### config.mk
export PLATFORM = sky130hd
export DESIGN_NAME = grid_io_param
export DESIGN_NICKNAME = d
export VERILOG_FILES = /design/src/rtl/grid_io_param.sv
export SDC_FILE = /design/constraint.sdc
export NUM_CORES = 1
export LEC_CHECK = 0
export ABC_CLOCK_PERIOD_IN_PS = 1170
export CAP_MARGIN = 20
export CORE_AREA = 2 2 74 69
export DETAILED_ROUTE_END_ITERATION = 12
export DIE_AREA = 0 0 76 71
export PLACE_DENSITY = 0.77
export SLEW_MARGIN = 25
export SYNTH_ARGS = -nofsm -noshare
export SYNTH_HDL_FRONTEND = slang
export SYNTH_SLANG_ARGS = --single-unit
### constraint.sdc
create_clock -name prog_clk -period 1.17 [get_ports prog_clk]
set_input_delay 0.234 -clock prog_clk [delete_from_list [all_inputs] [get_ports prog_clk]]
set_output_delay 0.234 -clock prog_clk [all_outputs]
set_load 0.02 [all_outputs]
### src/rtl/grid_io_param.sv
// IO grid tile: serial configuration chain with commit-on-rise shadow register
// and per-subtile pad control (output enable and data inversion).
module grid_io_param #(
  parameter int NUM_IO = 8
) (
  input  logic                            prog_clk,
  input  logic                            prog_reset,
  input  logic                            cfg_done,
  input  logic                            ccff_shift_en,
  input  logic                            ccff_head,
  output logic                            ccff_tail,
  input  logic [NUM_IO-1:0]               outpad,
  output logic [NUM_IO-1:0]               inpad,
  input  logic [NUM_IO-1:0]               gpio_pad_in,
  output logic [NUM_IO-1:0]               gpio_pad_out,
  output logic [NUM_IO-1:0]               gpio_pad_oe,
  output logic [$clog2(2*NUM_IO+1)-1:0]   cfg_count,
  output logic                            cfg_loaded,
  output logic                            cfg_active
);

  localparam int L  = 2 * NUM_IO;
  localparam int CW = $clog2(L + 1);

  logic [L-1:0]  sr_q, sr_d;
  logic [L-1:0]  shadow_q, shadow_d;
  logic [CW-1:0] cnt_q, cnt_d;
  logic          done_q, done_d;
  logic          active_q, active_d;

  logic cfg_rise, cfg_fall, shift_ok;

  assign cfg_rise = cfg_done & ~done_q;
  assign cfg_fall = ~cfg_done & done_q;
  // A committed configuration is frozen: shifting is only accepted while cfg_done is low.
  assign shift_ok = ccff_shift_en & ~cfg_done;

  // NOTE: every signal gets a default at the top of always_comb so no path leaves it unassigned (no latch).
  always_comb begin
    sr_d     = sr_q;
    shadow_d = shadow_q;
    cnt_d    = cnt_q;
    done_d   = cfg_done;
    active_d = active_q;
    if (shift_ok) begin
      sr_d = {sr_q[L-2:0], ccff_head};
      if (cnt_q != CW'(L)) cnt_d = cnt_q + CW'(1);
    end
    if (cfg_rise) begin
      shadow_d = sr_q;
      active_d = 1'b1;
    end
    if (cfg_fall) begin
      active_d = 1'b0;
      cnt_d    = '0;
    end
  end

  // NOTE: sequential state uses non-blocking assignments so all flops update from pre-edge values.
  always_ff @(posedge prog_clk) begin
    if (!prog_reset) begin
      sr_q     <= '0;
      shadow_q <= '0;
      cnt_q    <= '0;
      done_q   <= 1'b0;
      active_q <= 1'b0;
    end else begin
      sr_q     <= sr_d;
      shadow_q <= shadow_d;
      cnt_q    <= cnt_d;
      done_q   <= done_d;
      active_q <= active_d;
    end
  end

  assign ccff_tail  = sr_q[L-1];
  assign cfg_count  = cnt_q;
  assign cfg_loaded = (cnt_q == CW'(L));
  assign cfg_active = active_q;

  // Subtile k owns shadow bits {2k+1: invert, 2k: output enable}.
  always_comb begin
    gpio_pad_oe  = '0;
    gpio_pad_out = '0;
    inpad        = '0;
    for (int k = 0; k < NUM_IO; k++) begin
      gpio_pad_oe[k]  = active_q & shadow_q[2*k];
      gpio_pad_out[k] = outpad[k] ^ shadow_q[2*k+1];
      inpad[k]        = (active_q & ~shadow_q[2*k]) & (gpio_pad_in[k] ^ shadow_q[2*k+1]);
    end
  end

endmodule

# Yosys cells after proc, flatten, opt, wreduce, memory -nomap -nowiden
# Index checks and enable logic that the tools add are counted.
[op_classes]
bitwise_logic = 54
reduce_logical = 2
eq_ne = 2
add_sub_neg = 1
[op_table]
columns = ["op", "n"]
rows = [
  ["$and A1 B1 Y1", 27],
  ["$xor A1 B1 Y1", 16],
  ["$not A1 Y1", 11],
  ["$add A5 B1 Y5 const B", 1],
  ["$eq A5 B5 Y1 const B", 1],
  ["$ne A5 B5 Y1 const B", 1],
  ["$reduce_and A2 Y1", 1],
  ["$reduce_or A2 Y1", 1],
]
[totals]
wordCells = 64
in_bits = 21
register_bits = 39

# Logic depth before layout (Yosys ltp)
[logic_depth]
depth_word = 3
ltp_mapped = 5

# Least setup slack after synthesis
# No wires, ideal clock.
[synth_timing]
path_kind = "register -> output"
start = "register active_q, in the netlist cfg_active"
end = "output inpad[0]"
path_buffers = 1
stages_incl_launch_ff = 3
path_slack_ns = -0.344
t_arrival_ns = 1.280
cell_sequence = "dfxtp_1 -> clkbuf_1 -> nor3b_1"
[synth_between]
elab_chain_len = 2
[synth_lines]
columns = ["element", "line", "source"]
rows = [
  ["start: declaration", "29", "logic active_q, active_d;"],
  ["start signal: assignment", "72", "active_q <= active_d;"],
  ["$and A1 B1 Y1 (2 in a row)", "89", "inpad[k] = (active_q & ~shadow_q[2*k]) & (gpio_pad_in[k] ^ shadow_q[2*k+1]);"],
  ["end: declaration", "13", "output logic [NUM_IO-1:0] inpad,"],
]
# Every way passes these cells.

# Worst setup path after layout
[layout_timing]
start = "register cnt_q[0], in the netlist cfg_count[0]"
end = "output cfg_loaded"
[layout_between]
elab_chain_len = 1
[layout_lines]
columns = ["element", "line", "source"]
rows = [
  ["start: declaration", "27", "logic [CW-1:0] cnt_q, cnt_d;"],
  ["start signal: assignment", "70", "cnt_q <= cnt_d;"],
  ["$eq A5 B5 Y1", "78", "assign cfg_loaded = (cnt_q == CW'(L));"],
  ["end: declaration", "18", "output logic cfg_loaded,"],
]
# Every way passes these cells.

==> metrics.csv <==
stage,metric,value,unit
logic_synthesis,flop and latch count out of synthesis,39,
grt,GRT Util Overall,0.165,
sta,Slew HR,0.831,
layout,Inserted Diodes,0,
setup_path,launching point of the worst reg2reg path,cfg_count[0],
logic_synthesis,Post-synth EDFFs,0,
setup_path,Worst EP arrival,1.28,ns
drt,Avg WL per Cell,12.6,um
status,failing checks,setup timing,
drt,DR vias/cell,4.70,
logic_synthesis,Syn Nets,234,
setup_path,"setup slack, reg-to-reg",-0.23,ns
sta,fmax,663,MHz
layout,NumNets Final,310,
drt,Vias,1658,
die,Starting Density,0.386,
grt,vias in the first global route,1509,
sta,total negative slack,-3.80,ns
status,outcome,"complete, but fails checks",
die,row count,24,
job,max-cap violations,0,
sta,Final Hold Viols,0,
power,Power Density,946,nW/um^2
clocking,"Clk Latency, worst-skew pair",0.29,ns
sta,Tcrit/Tclk final,1.29,
grt,total congestion overflow,0,
power,peak supply drop,0.517,mV
setup_path,R2R depth,6,
power,LEAKAGE,1.15,nW
clocking,Num CTS Buffers,5,
drt,DRC viols,0,
logic_synthesis,most common cell in the netlist,nand2_1,
die,die area,5400,sq um
logic_synthesis,"area leader, netlist",dfxtp_1,
drt,Routed WL,4.45,mm
min_path,hold path startpoint,cfg_done,
logic_synthesis,post-synth cell types,28,
layout,post-route cell area,2840,sq um
logic_synthesis,top_reg_cell synth,dfxtp_1,
logic_synthesis,Synth top area share,0.434,
grt,antenna violations before repair,0,
sta,Slew @ Worst Pin,0.251,ns
drt,Starting DRT DRC Count,73,
clocking,clock transition at the registers of the reported paths,0.08,ns
min_path,Cells on Worst Hold Path,3,
sta,min Tclk post-route,1.51,ns
setup_path,crit start category,register,
die,Top-Level Pins,53,
setup_path,CP Data Required Time,0.94,ns
setup_path,RR Endpoint,cfg_count[0],
sta,RSZ-0062 raised after global routing,true,
logic_synthesis,Syn Area/Cell,8.52,sq um
sta,setup ws final,-0.339,ns
grt,largest net degree at the start of global routing,20,
grt,first-pass GRT wire length,7.11,mm
drt,Final ANT Viol Nets,0,
layout,fraction of layout cells with a size suffix above 1,0.385,
sta,final setup vio count,30,
clocking,CTS tree,yes,
placed_design,GP Congestion,0.850,
clocking,Post-CTS Hold Fix Bufs,0,
layout,Fillers,399,
clocking,clk sinks,39,
placed_design,IO buf count,52,
drt,router iterations before antenna repair,5,
logic_synthesis,register area share after synthesis,0.434,
placed_design,DP Area,2540,sq um
clocking,H-tree depth,2,
die,die width,76,um
sta,Clock Skew,0.00747,ns
logic_synthesis,Post-Syn Area,1800,sq um
setup_path,crit-path max FO,2,
clocking,CTS Root Cell,clkbuf_8,
logic_synthesis,main area contributors after synthesis,"dfxtp_1, nand2_1, a21boi_1, xor2_1, xnor2_1",
placed_design,DP Wirelength,2.73,mm
setup_path,capturing element type of the critical path,output pin,
logic_synthesis,"Async S/R FF share, synth",0,
die,core area,4650,sq um
min_path,type of the worst min-delay path,in2reg,
clocking,Max Buffers Root-to-Sink,2,
logic_synthesis,warnings from Yosys,0,
logic_synthesis,Post-synth top cells,"nand2_1, dfxtp_1, a21boi_1",
die,Die Y,71,um
sta,max-slew violations,0,
layout,Area growth syn-to-layout,58.0,%
logic_synthesis,Gate Count Post-Synth,211,
min_path,Worst Hold Endpoint,done_q,
setup_path,Crit Path Category,reg2out,
worst max path at each step:
stage	to	slack (ns)	from	cells after the start
after global routing	cfg_loaded	-0.38	cfg_count[1]	4
after detailed placement	inpad[1]	-0.66	gpio_pad_in[1]	4
after CTS	cfg_loaded	-0.31	cfg_count[0]	4
after global placement	inpad[0]	-0.66	gpio_pad_in[0]	4
final	cfg_loaded	-0.34	cfg_count[0]	4
after floorplan	cfg_count[0]	-0.14	cfg_count[0]	5
area by class of cell:
cell class,instances,area [sq um],share of cell area
timing repair buffer,82,773,0.272
clock inverter,2,12.5,0.00440
multi-input combinational,156,1080,0.382
tap,65,81.3,0.0286
inverter,3,11.3,0.00396
sequential,39,806,0.284
clock buffer,6,72.6,0.0255
kinds of logic (layout without fill, tap and decap cells):
| logic type | after synthesis | count (layout) | share of synthesized area |
|---|---|---|---|
| buffers and inverters | 16 | 93 | 0.0445 |
| AND/OR/NAND/NOR | 97 | 97 | 0.261 |
| flip-flops | 39 | 39 | 0.434 |
| XOR/XNOR | 17 | 17 | 0.0828 |
| adder cells (fa/ha/maj) | 2 | 2 | 0.0139 |
| AO/OA/AOI/OAI | 40 | 40 | 0.164 |
through the flow:
step                hold WS [ns]  std cells  setup slack, ns  utilization  power (mW)
finish                     0.363        353           -0.339        0.610        2.69
floorplan                  0.356        211           -0.139            -        1.57
global placement           0.454        334           -0.656        0.546        1.76
detailed placement         0.460        334           -0.662        0.546        1.76
global route               0.411        353           -0.382        0.610        2.79
CTS                        0.464        348           -0.313        0.584        2.67
registers in the layout, indices dropped and copies added, names as in the netlist:
register,count
shadow_q,16
sr_q,16
cfg_count,5
cfg_active,1
done_q,1
timing repair:
action,in CTS,in global routing
gates resized for setup,214,22
buffers inserted,4,5
pin swaps,17,8
cloned,2,0
endpoints found under the setup margin,48,66
layout by cell type, fill, tap and decap left out, types with 2 or more instances in the layout:
cell type         n
nand2_1          65
a21boi_1         32
buf_4            30
buf_6            29
dfxtp_1          25
dfxtp_2          11
dlygate4sd2_1    11
xor2_1            9
and2_4            8
xnor2_1           7
clkdlybuf4s50_1   7
nor3b_2           6
clkbuf_8          5
dfxtp_4           3
inv_2             2
nor3b_4           2
nand3b_1          2
o21ai_1           2
or3_1             2
a21oi_1           2
nor2_1            2
dlymetal6s2s_1    2
buf_2             2
layer usage:
layer | part of all wire | track usage | vias up
met5 | 0 | 0 | -
met4 | 0.013 | 0.0727 | 0
met3 | 0.045 | 0.0383 | 5
met2 | 0.51 | 0.278 | 45
met1 | 0.44 | 0.206 | 768
li1 | - | - | 840
where the power goes:
group          internal [mW]  leakage (nW)  total (mW)  switching [mW]
clock                  0.417        0.0412       0.893           0.476
combinational          0.243         0.782       0.447           0.205
sequential              1.33         0.323        1.35          0.0146
total                   1.99          1.15        2.69           0.695
critical path, stage by stage (launching register included):
cell and delay [ns]:
dfxtp_4 0.35, inv_2 0.04, ha_1 0.15, nor4bb_4 0.24, buf_4 0.20
(Power assumes the default switching activity.)
